**config.mk**
```make
export PLATFORM = sky130hd
export DESIGN_NAME = popcount_accum
export DESIGN_NICKNAME = d
export VERILOG_FILES = /design/src/rtl/popcnt_pkg.sv /design/src/rtl/popcount_tree.sv /design/src/rtl/popcount_accum.sv
export SDC_FILE = /design/constraint.sdc
export NUM_CORES = 1
export LEC_CHECK = 0
export BUFFER_PORTS_ARGS = -buffer_cell sky130_fd_sc_hd__buf_2
export CORE_MARGIN = 2
export CORE_UTILIZATION = 25
export DETAILED_ROUTE_END_ITERATION = 10
export PLACE_DENSITY = 0.54
export SYNTH_ARGS = -nofsm -noshare
export SYNTH_HDL_FRONTEND = slang
export SYNTH_SLANG_ARGS = --single-unit
```
**constraint.sdc**
```tcl
create_clock -name clk -period 10.4 [get_ports clk]
set_input_delay 2.08 -clock clk [delete_from_list [all_inputs] [get_ports clk]]
set_output_delay 2.08 -clock clk [all_outputs]
set_load 0.02 [all_outputs]
```
**src/rtl/popcnt_pkg.sv**
```systemverilog
// Shared types and helpers for the popcount accumulator.
package popcnt_pkg;

  typedef enum logic {
    ACC  = 1'b0,
    DONE = 1'b1
  } state_e;

  localparam logic MODE_PLAIN = 1'b0;
  localparam logic MODE_XNOR  = 1'b1;

  // Bits needed to hold a count of 0..n.
  function automatic int cnt_w(input int n);
    return $clog2(n + 1);
  endfunction

endpackage

```
**src/rtl/popcount_tree.sv**
```systemverilog
// Combinational population count of N bits, built recursively.
// Leaves are a wire (1 bit), a half adder (2 bits) or a full adder (3 bits);
// larger inputs split in two halves whose counts are summed.
module popcount_tree
  import popcnt_pkg::*;
#(
  parameter int N     = 14,
  parameter int CNT_W = cnt_w(N)
) (
  input  logic [N-1:0]     bits_i,
  output logic [CNT_W-1:0] count_o
);

  if (N == 1) begin : g_wire
    assign count_o = bits_i;
  end else if (N == 2) begin : g_ha
    assign count_o = {bits_i[0] & bits_i[1], bits_i[0] ^ bits_i[1]};
  end else if (N == 3) begin : g_fa
    logic p;
    assign p       = bits_i[0] ^ bits_i[1];
    assign count_o = {(bits_i[0] & bits_i[1]) | (bits_i[2] & p), p ^ bits_i[2]};
  end else begin : g_split
    localparam int NL  = N / 2;
    localparam int NH  = N - NL;
    localparam int CWL = cnt_w(NL);
    localparam int CWH = cnt_w(NH);
    logic [CWL-1:0] cnt_lo;
    logic [CWH-1:0] cnt_hi;

    popcount_tree #(.N(NL), .CNT_W(CWL)) u_lo (
      .bits_i  (bits_i[NL-1:0]),
      .count_o (cnt_lo)
    );

    popcount_tree #(.N(NH), .CNT_W(CWH)) u_hi (
      .bits_i  (bits_i[N-1:NL]),
      .count_o (cnt_hi)
    );

    assign count_o = CNT_W'(cnt_lo) + CNT_W'(cnt_hi);
  end

endmodule

```
**src/rtl/popcount_accum.sv**
```systemverilog
// Pipelined popcount accumulator: one S1 count stage feeding an ACC/DONE FSM
// that sums counts over a group delimited by in_last.
// Build option: define POPCNT_SAT_EN to saturate the accumulator on overflow
// instead of wrapping; out_ovf reports the overflow either way.
module popcount_accum
  import popcnt_pkg::*;
#(
  parameter int N_IN  = 14,
  parameter int ACC_W = 16
) (
  input  logic             clk,
  input  logic             reset_n,
  input  logic             in_valid,
  output logic             in_ready,
  input  logic [N_IN-1:0]  in_data,
  input  logic [N_IN-1:0]  in_weight,
  input  logic             in_mode,
  input  logic             in_last,
  output logic             out_valid,
  input  logic             out_ready,
  output logic [ACC_W-1:0] out_sum,
  output logic             out_ovf
);

  localparam int CNT_W = cnt_w(N_IN);

  state_e           state_q, state_d;
  logic             grp_first_q, grp_first_d;
  logic             mode_q, mode_d;
  logic [CNT_W-1:0] s1_cnt_q, s1_cnt_d;
  logic             s1_last_q, s1_last_d;
  logic             s1_valid_q, s1_valid_d;
  logic [ACC_W-1:0] acc_q, acc_d;
  logic             ovf_q, ovf_d;
  logic             out_valid_q, out_valid_d;
  logic [ACC_W-1:0] out_sum_q, out_sum_d;
  logic             out_ovf_q, out_ovf_d;

  logic             eff_mode;
  logic [N_IN-1:0]  sel_vec;
  logic [CNT_W-1:0] tree_cnt;
  logic             accept;
  logic [ACC_W:0]   sum_ext;
  logic             carry;
  logic [ACC_W-1:0] acc_next;

  // The first beat of a group uses the live mode; later beats use the latched one.
  assign eff_mode = grp_first_q ? in_mode : mode_q;
  assign sel_vec  = (eff_mode == MODE_XNOR) ? ~(in_data ^ in_weight) : in_data;

  popcount_tree #(.N(N_IN), .CNT_W(CNT_W)) u_tree (
    .bits_i  (sel_vec),
    .count_o (tree_cnt)
  );

  assign in_ready  = !s1_valid_q || (state_q == ACC);
  assign accept    = in_valid && in_ready;
  assign out_valid = out_valid_q;
  assign out_sum   = out_sum_q;
  assign out_ovf   = out_ovf_q;

  // acc is zeroed on reset and on each result handshake, so every group starts from zero.
  assign sum_ext = {1'b0, acc_q} + (ACC_W+1)'(s1_cnt_q);
  assign carry   = sum_ext[ACC_W];
`ifdef POPCNT_SAT_EN
  assign acc_next = carry ? '1 : sum_ext[ACC_W-1:0];
`else
  assign acc_next = sum_ext[ACC_W-1:0];
`endif

  // Next-state logic: S1 load/drain, mode latch, ACC/DONE FSM and result register.
  always_comb begin
    state_d     = state_q;
    grp_first_d = grp_first_q;
    mode_d      = mode_q;
    s1_cnt_d    = s1_cnt_q;
    s1_last_d   = s1_last_q;
    s1_valid_d  = s1_valid_q;
    acc_d       = acc_q;
    ovf_d       = ovf_q;
    out_valid_d = out_valid_q;
    out_sum_d   = out_sum_q;
    out_ovf_d   = out_ovf_q;

    unique case (state_q)
      ACC: begin
        if (s1_valid_q) begin
          acc_d      = acc_next;
          ovf_d      = ovf_q | carry;
          s1_valid_d = 1'b0;
          if (s1_last_q) begin
            out_sum_d   = acc_next;
            out_ovf_d   = ovf_q | carry;
            out_valid_d = 1'b1;
            state_d     = DONE;
          end
        end
      end
      DONE: begin
        if (out_valid_q && out_ready) begin
          out_valid_d = 1'b0;
          acc_d       = '0;
          ovf_d       = 1'b0;
          state_d     = ACC;
        end
      end
      default: state_d = ACC;
    endcase

    // A new beat overrides the drain above: S1 is refilled in the same cycle it empties.
    if (accept) begin
      s1_cnt_d    = tree_cnt;
      s1_last_d   = in_last;
      s1_valid_d  = 1'b1;
      grp_first_d = in_last;
      if (grp_first_q) mode_d = in_mode;
    end
  end

  // State register with asynchronous active-low reset.
  always_ff @(posedge clk or negedge reset_n) begin
    if (!reset_n) begin
      state_q     <= ACC;
      grp_first_q <= 1'b1;
      mode_q      <= MODE_PLAIN;
      s1_cnt_q    <= '0;
      s1_last_q   <= 1'b0;
      s1_valid_q  <= 1'b0;
      acc_q       <= '0;
      ovf_q       <= 1'b0;
      out_valid_q <= 1'b0;
      out_sum_q   <= '0;
      out_ovf_q   <= 1'b0;
    end else begin
      state_q     <= state_d;
      grp_first_q <= grp_first_d;
      mode_q      <= mode_d;
      s1_cnt_q    <= s1_cnt_d;
      s1_last_q   <= s1_last_d;
      s1_valid_q  <= s1_valid_d;
      acc_q       <= acc_d;
      ovf_q       <= ovf_d;
      out_valid_q <= out_valid_d;
      out_sum_q   <= out_sum_d;
      out_ovf_q   <= out_ovf_d;
    end
  end

endmodule

```
## After elaboration in Yosys (flattened, before gate mapping)

Index checks and enable logic that the tools add are counted.

- Shifts and indexed selects: 0
- $mul: 0
- Divide/modulo/power cells: 0
- Bitwise operators: 22
- Mux-type cells: 17
- Reductions and logical operators: 7
- Magnitude comparators: 0
- Eq/ne operators: 4
- Add/sub/neg operators: 6

Operators by type and width:

| cell | count |
|---|---|
| $mux 16 | 2 |
| $pmux 16 s2 | 1 |
| $add 16x4->17 | 1 |
| $mux 14 | 1 |
| $not 14->14 | 1 |
| $xor 14x14->14 | 1 |
| $mux 1 | 10 |
| $and 1x1->1 | 8 |
| $xor 1x1->1 | 8 |
| $add 2x2->3 | 2 |
| $add 2x3->3 | 2 |
| $pmux 1 s2 | 3 |
| $reduce_and 3->1 | 2 |
| $add 3x3->4 | 1 |
| $ne 2x1->1 const B | 2 |
| $ne 2x2->1 const B | 2 |
| $or 1x1->1 | 3 |
| $logic_and 1x1->1 | 2 |
| $reduce_and 2->1 | 1 |
| $logic_not 1->1 | 1 |
| $logic_or 1x1->1 | 1 |
| $not 1->1 | 1 |

- Bits in read-only memories: 0
- Bits in registers: 44
- Bits of input ports: 34
- Memories: 0
- Logic and storage cells: 67
- Output and inout port bits: 19
- Latch bits: 0
- RAM bits: 0

## Longest topological paths before layout

- Depth in word-level cells: 8
- Depth in mapped cells: 13
- Mapped depth without buffers: 12

## Modules after synthesis

From an unflattened synthesis, not the netlist that was laid out.

- Cells, all modules: 313
- Area total of the unflattened synthesis: 2808.9 µm²

By module, submodules not included:

| module | area each (µm²) | instances | sequential area each (µm²) | cells an instance |
|---|---|---|---|---|
| popcount_accum | 2408.6 | 1 | 1102.3 | 267 |
| popcount_tree (u_tree.g_split.u_hi ...) | 56.3 | 2 | 0.0 | 7 |
| popcount_tree (u_tree.g_split.u_hi.g_split.u_hi ...) | 51.3 | 2 | 0.0 | 7 |
| popcount_tree (u_tree) | 95.1 | 1 | 0.0 | 12 |
| popcount_tree (u_tree.g_split.u_hi.g_split.u_hi.g_split.u_hi ...) | 12.5 | 4 | 0.0 | 1 |
| popcount_tree (u_tree.g_split.u_hi.g_split.u_lo ...) | 20.0 | 2 | 0.0 | 1 |

## Worst setup path before layout

OpenSTA, ideal clock, no wires.

- Path type: input to register
- Start: input in_mode
- End: register s1_cnt_q[2]
- Stages on the path: 12
- Setup slack: 5.405 ns
- Buffers on the path: 1
- Data required time: 10.264 ns
- Setup time: 0.136 ns
- Arrival time: 4.859 ns
- Cell sequence: mux2i_1 -> clkbuf_1 -> nor2_1 -> xor2_1 -> fa_1 -> inv_1 -> fa_1 -> inv_1 -> ha_1 -> fa_1 -> xnor2_1 -> a21oi_1

- Word-level cells in the longest chain between the ends: 7
- Elaborated cells between the ends (all ways): 25
- Those cells by class: add/sub: 5; mux: 2; bitwise: 18

RTL lines:

| element | line | RTL |
|---|---|---|
| start: declaration | popcount_accum.sv:17 | `input logic in_mode,` |
| $mux 1 * | - |  |
| $mux 14 * | popcount_accum.sv:49 | `assign sel_vec = (eff_mode == MODE_XNOR) ? ~(in_data ^ in_weight) : in_data;` |
| branches (longest 4 deep; another with $add 2x2->3) | - |  |
| $add 3x3->4 * | popcount_tree.sv:40 | `assign count_o = CNT_W'(cnt_lo) + CNT_W'(cnt_hi);` |
| end signal: assignment | popcount_accum.sv:138 | `s1_cnt_q <= s1_cnt_d;` |
| end: declaration | popcount_accum.sv:30 | `logic [CNT_W-1:0] s1_cnt_q, s1_cnt_d;` |

Every way passes the cells marked *.
A chain may end at the register's enable or synchronous reset.

## Worst setup path after layout

Same ends and word-level chain as after synthesis.

==> flow_summary.json <==
{
  "outcome": "completed",
  "cts_buffer_depth": 2,
  "ant_nets": 0,
  "hold_viol_final": 0,
  "crit_arrival_ns": 5.33,
  "core.rowCount": 37,
  "wl_um": 5258,
  "power_switching_uw": 421.4,
  "postCtsSetupBuffers": 0,
  "seq_area_frac_synth_pct": 40.96,
  "intPower_uw": 539.0,
  "avgRoutedWirePerCell_um": 11.21,
  "htree_levels": 2,
  "fin_crit_sh_pct": 49.66,
  "crit_slowest_cell": "mux2i_1",
  "ys_top_cells_by_area": "dfrtp_1 (40%), xor2_1 (7.2%), ha_1 (6.0%)",
  "first_pass_iters": 4,
  "seq_area_mm2": 0.001102,
  "p_total_uw": 960.4,
  "pwr-share-comb_pct": 57.8,
  "min_period_ns": 5.165,
  "num_vias": 2066,
  "grt_pass1_vias": 2151,
  "worst_slew_pin_slew_ns": 1.002,
  "rsz0062_at_grt": "no",
  "insertion_delay_ns": 0.29,
  "drc": 0,
  "syn_inst": 285,
  "n_antenna_cell": 0,
  "critical_path_class": "in -> reg",
  "drt-initial-drc-count": 122,
  "cts.clk_slew.worst_paths_ns": 0.08,
  "clock.fmax_mhz": 193.6,
  "avgSynthCellArea_um2": 9.443,
  "power_frac_seq_pct": 27.3,
  "stdcell_count": 469,
  "routabilityCongestion": 0.7865,
  "yosysUniqueCellTypes": 36,
  "grt_start_max_net_pins": 45,
  "antenna_found_initial": 0,
  "cpMostUsedCell": "fa_1",
  "yosys.area.top_type_share_pct": 39.98,
  "path_cells": "buf_2 -> mux2i_1 -> nor2_1 -> xor2_1 -> fa_1 -> inv_1 -> fa_1 -> inv_1 -> ha_1 -> fa_1 -> xnor2_1 -> a21oi_1",
  "start_util_pct": 25.95,
  "cts.sinks": 44,
  "max-vdd-ir-drop_mv": 0.1324,
  "setup_slack_ns": 5.235,
  "synth_edf_count": 0,
  "slowest_delay_ns": 0.78,
  "setup_violations": 0,
  "placed_area_mm2": 0.003065,
  "die_height_um": 107.8,
  "multi_input_area_mm2": 0.001450,
  "port_buffers": 52,
  "power.density_mw_per_mm2": 300.9,
  "grt_util_all_layers_pct": 10.01,
  "critical_path.startpoint_type": "input pin",
  "ys_ff_latch": 44,
  "fillers": 1119,
  "clock_skew_ns": 0.004473,
  "nets": 387,
  "grt_pass1_wl_um": 9473,
  "synthesis.area_mm2": 0.002691,
  "slew_violations": 0,
  "dp_hpwl_um": 3995,
  "drive_gt1_share_pct": 21.02,
  "overflow": 0,
  "dp_worst_setup_slack_ns": 4.842,
  "switching_share_pct": 43.88,
  "placed_cells": 461,
  "fin_tns_setup_ns": 0,
  "cts_resized": 0,
  "holdBufCountCts": 0,
  "max_slew_margin_pct": 31.31,
  "p_leak_uw": 0.001537,
  "cp_max_fo": 15,
  "cts_buffers": 5,
  "io_pins": 53,
  "clkPwrFrac_pct": 14.8,
  "cts_root_buf": "clkbuf_8",
  "crit_path_end_kind": "flip-flop",
  "area_growth_pct": 18.60,
  "final_cell_area_mm2": 0.003192,
  "cp_top_family": "adder cells",
  "avgViaCountPerCell": 4.405,
  "synth-main-ff-cell": "dfrtp_1",
  "dieArea_mm2": 0.01161,
  "synth_top_area_cell": "dfrtp_1",
  "core_area_mm2": 0.01037,
  "hold_path_class": "reg -> reg",
  "worst-path-buf-inv": 3,
  "yosys_warnings": 0,
  "cts_tree": "built",
  "synthArstFlopShare_pct": 100.0,
  "max_cap_violations": 0,
  "syn_nets": 340,
  "die-width_um": 107.8,
  "critical_path_required_ns": 10.56
}
==> worst paths after layout <==
kind                                           end  cells past startpoint               startpoint  slack [ns]
max                        s1_cnt_q[2]$_DFFE_PN0P_                     12                  in_mode        5.24
min                         out_sum[8]$_DFFE_PN0P_                      2   out_sum[8]$_DFFE_PN0P_        0.47
max reg2reg                s1_cnt_q[2]$_DFFE_PN0P_                     11  grp_first_q$_DFFE_PN1P_        6.53
min reg2reg                 out_sum[8]$_DFFE_PN0P_                      2   out_sum[8]$_DFFE_PN0P_        0.47
max in group asynchronous     acc_q[7]$_DFFE_PN0P_                      1                  reset_n        7.85
min in group asynchronous   out_sum[9]$_DFFE_PN0P_                      1                  reset_n        1.92
==> layout make-up <==
cell class,count,area share [%]
clock inverter,1,0.9408
multi-input combinational,207,45.43
timing repair buffer,52,8.154
inverter,22,2.587
tap,136,5.331
sequential,44,34.54
clock buffer,7,3.018
==> registers in the layout, summed over array words and instances (netlist names) <==
name and flops:
s1_cnt_q 4, mode_q 1, s1_last_q 1, acc_q 16, s1_valid_q 1, ovf_q 1, out_ovf 1, out_valid 1
out_sum 16, grp_first_q 1, state_q 1
==> kinds of logic after synthesis <==
group | synth area share (%)
XOR/XNOR | 10.09
buffers and inverters | 5.160
adder cells (fa/ha/maj) | 11.99
flip-flops | 40.96
multiplexers | 1.209
AO/OA/AOI/OAI | 16.23
AND/OR/NAND/NOR | 14.37
==> cells in the final DEF (no fill, tap or decap), types with 2 or more instances in the layout <==
cell and n:
nor3b_1 4, a31oi_1 5, o31ai_1 2, dfrtp_1 43
nand3_1 8, nand2_1 38, ha_1 13, nand2b_1 3
a2111oi_4 2, and2_1 2, o21ai_2 3, fa_1 8
mux2_2 2, buf_2 52, a21oi_1 13, a21o_1 6
clkbuf_8 7, xor2_1 22, xnor2_1 9, nand4_1 4
nor2_1 21, inv_1 22, o21ai_0 31
==> power groups by stage <==
stage | Sequential (uW) | Combinational [uW] | Clock [uW]
after floorplan | 281 | 418 | 0
after global placement | 265 | 555 | 0
after detailed placement | 266 | 568 | 0
after CTS | 263 | 570 | 148
after global routing | 271 | 650 | 155
final | 262 | 556 | 143
==> per-stage QoR <==
step / hold WS [ns] / utilization, %
3_5_place_dp: 0.4656 / 29.56
6_report: 0.4745 / 30.78
4_1_cts: 0.4854 / 30.78
3_3_place_gp: 0.4610 / 29.56
2_1_floorplan: 0.4702 / -
5_1_grt: 0.4948 / 30.78
==> synth_stat cells, types with 3 or more instances <==
| cell | n |
|---|---|
| o21ai_2 | 3 |
| o21ai_0 | 31 |
| nand2_1 | 38 |
| fa_1 | 8 |
| nand4_1 | 4 |
| a21oi_1 | 13 |
| xor2_1 | 22 |
| buf_2 | 3 |
| a31oi_1 | 5 |
| a21o_1 | 6 |
| ha_1 | 13 |
| nand2b_1 | 3 |
| clkbuf_1 | 7 |
| nand3_1 | 8 |
| inv_1 | 22 |
| nor3b_1 | 4 |
| nor2_1 | 21 |
| dfrtp_1 | 43 |
| xnor2_1 | 9 |
==> routing by layer <==
| metal | share of wire, % | track usage [%] | vias to the layer above |
|---|---|---|---|
| met5 | 0 | 0 | - |
| met4 | 1.1 | 2.473 | 0 |
| met3 | 4.5 | 2.542 | 6 |
| met2 | 48 | 17.39 | 32 |
| met1 | 46 | 12.38 | 974 |
| li1 | - | - | 1054 |
==> worst reg2reg max path, delay by kind of cell, from the launching register on <==
family          cells  cell delay, ns
fa+ha+maj           4            1.69
flops               1            0.54
compound gates      1            0.09
xor+xnor            2            0.38
simple gates        1            0.12
buf+inv             2            0.10
mux                 1            0.82
No activity file was read; power rests on OpenSTA's default activity.
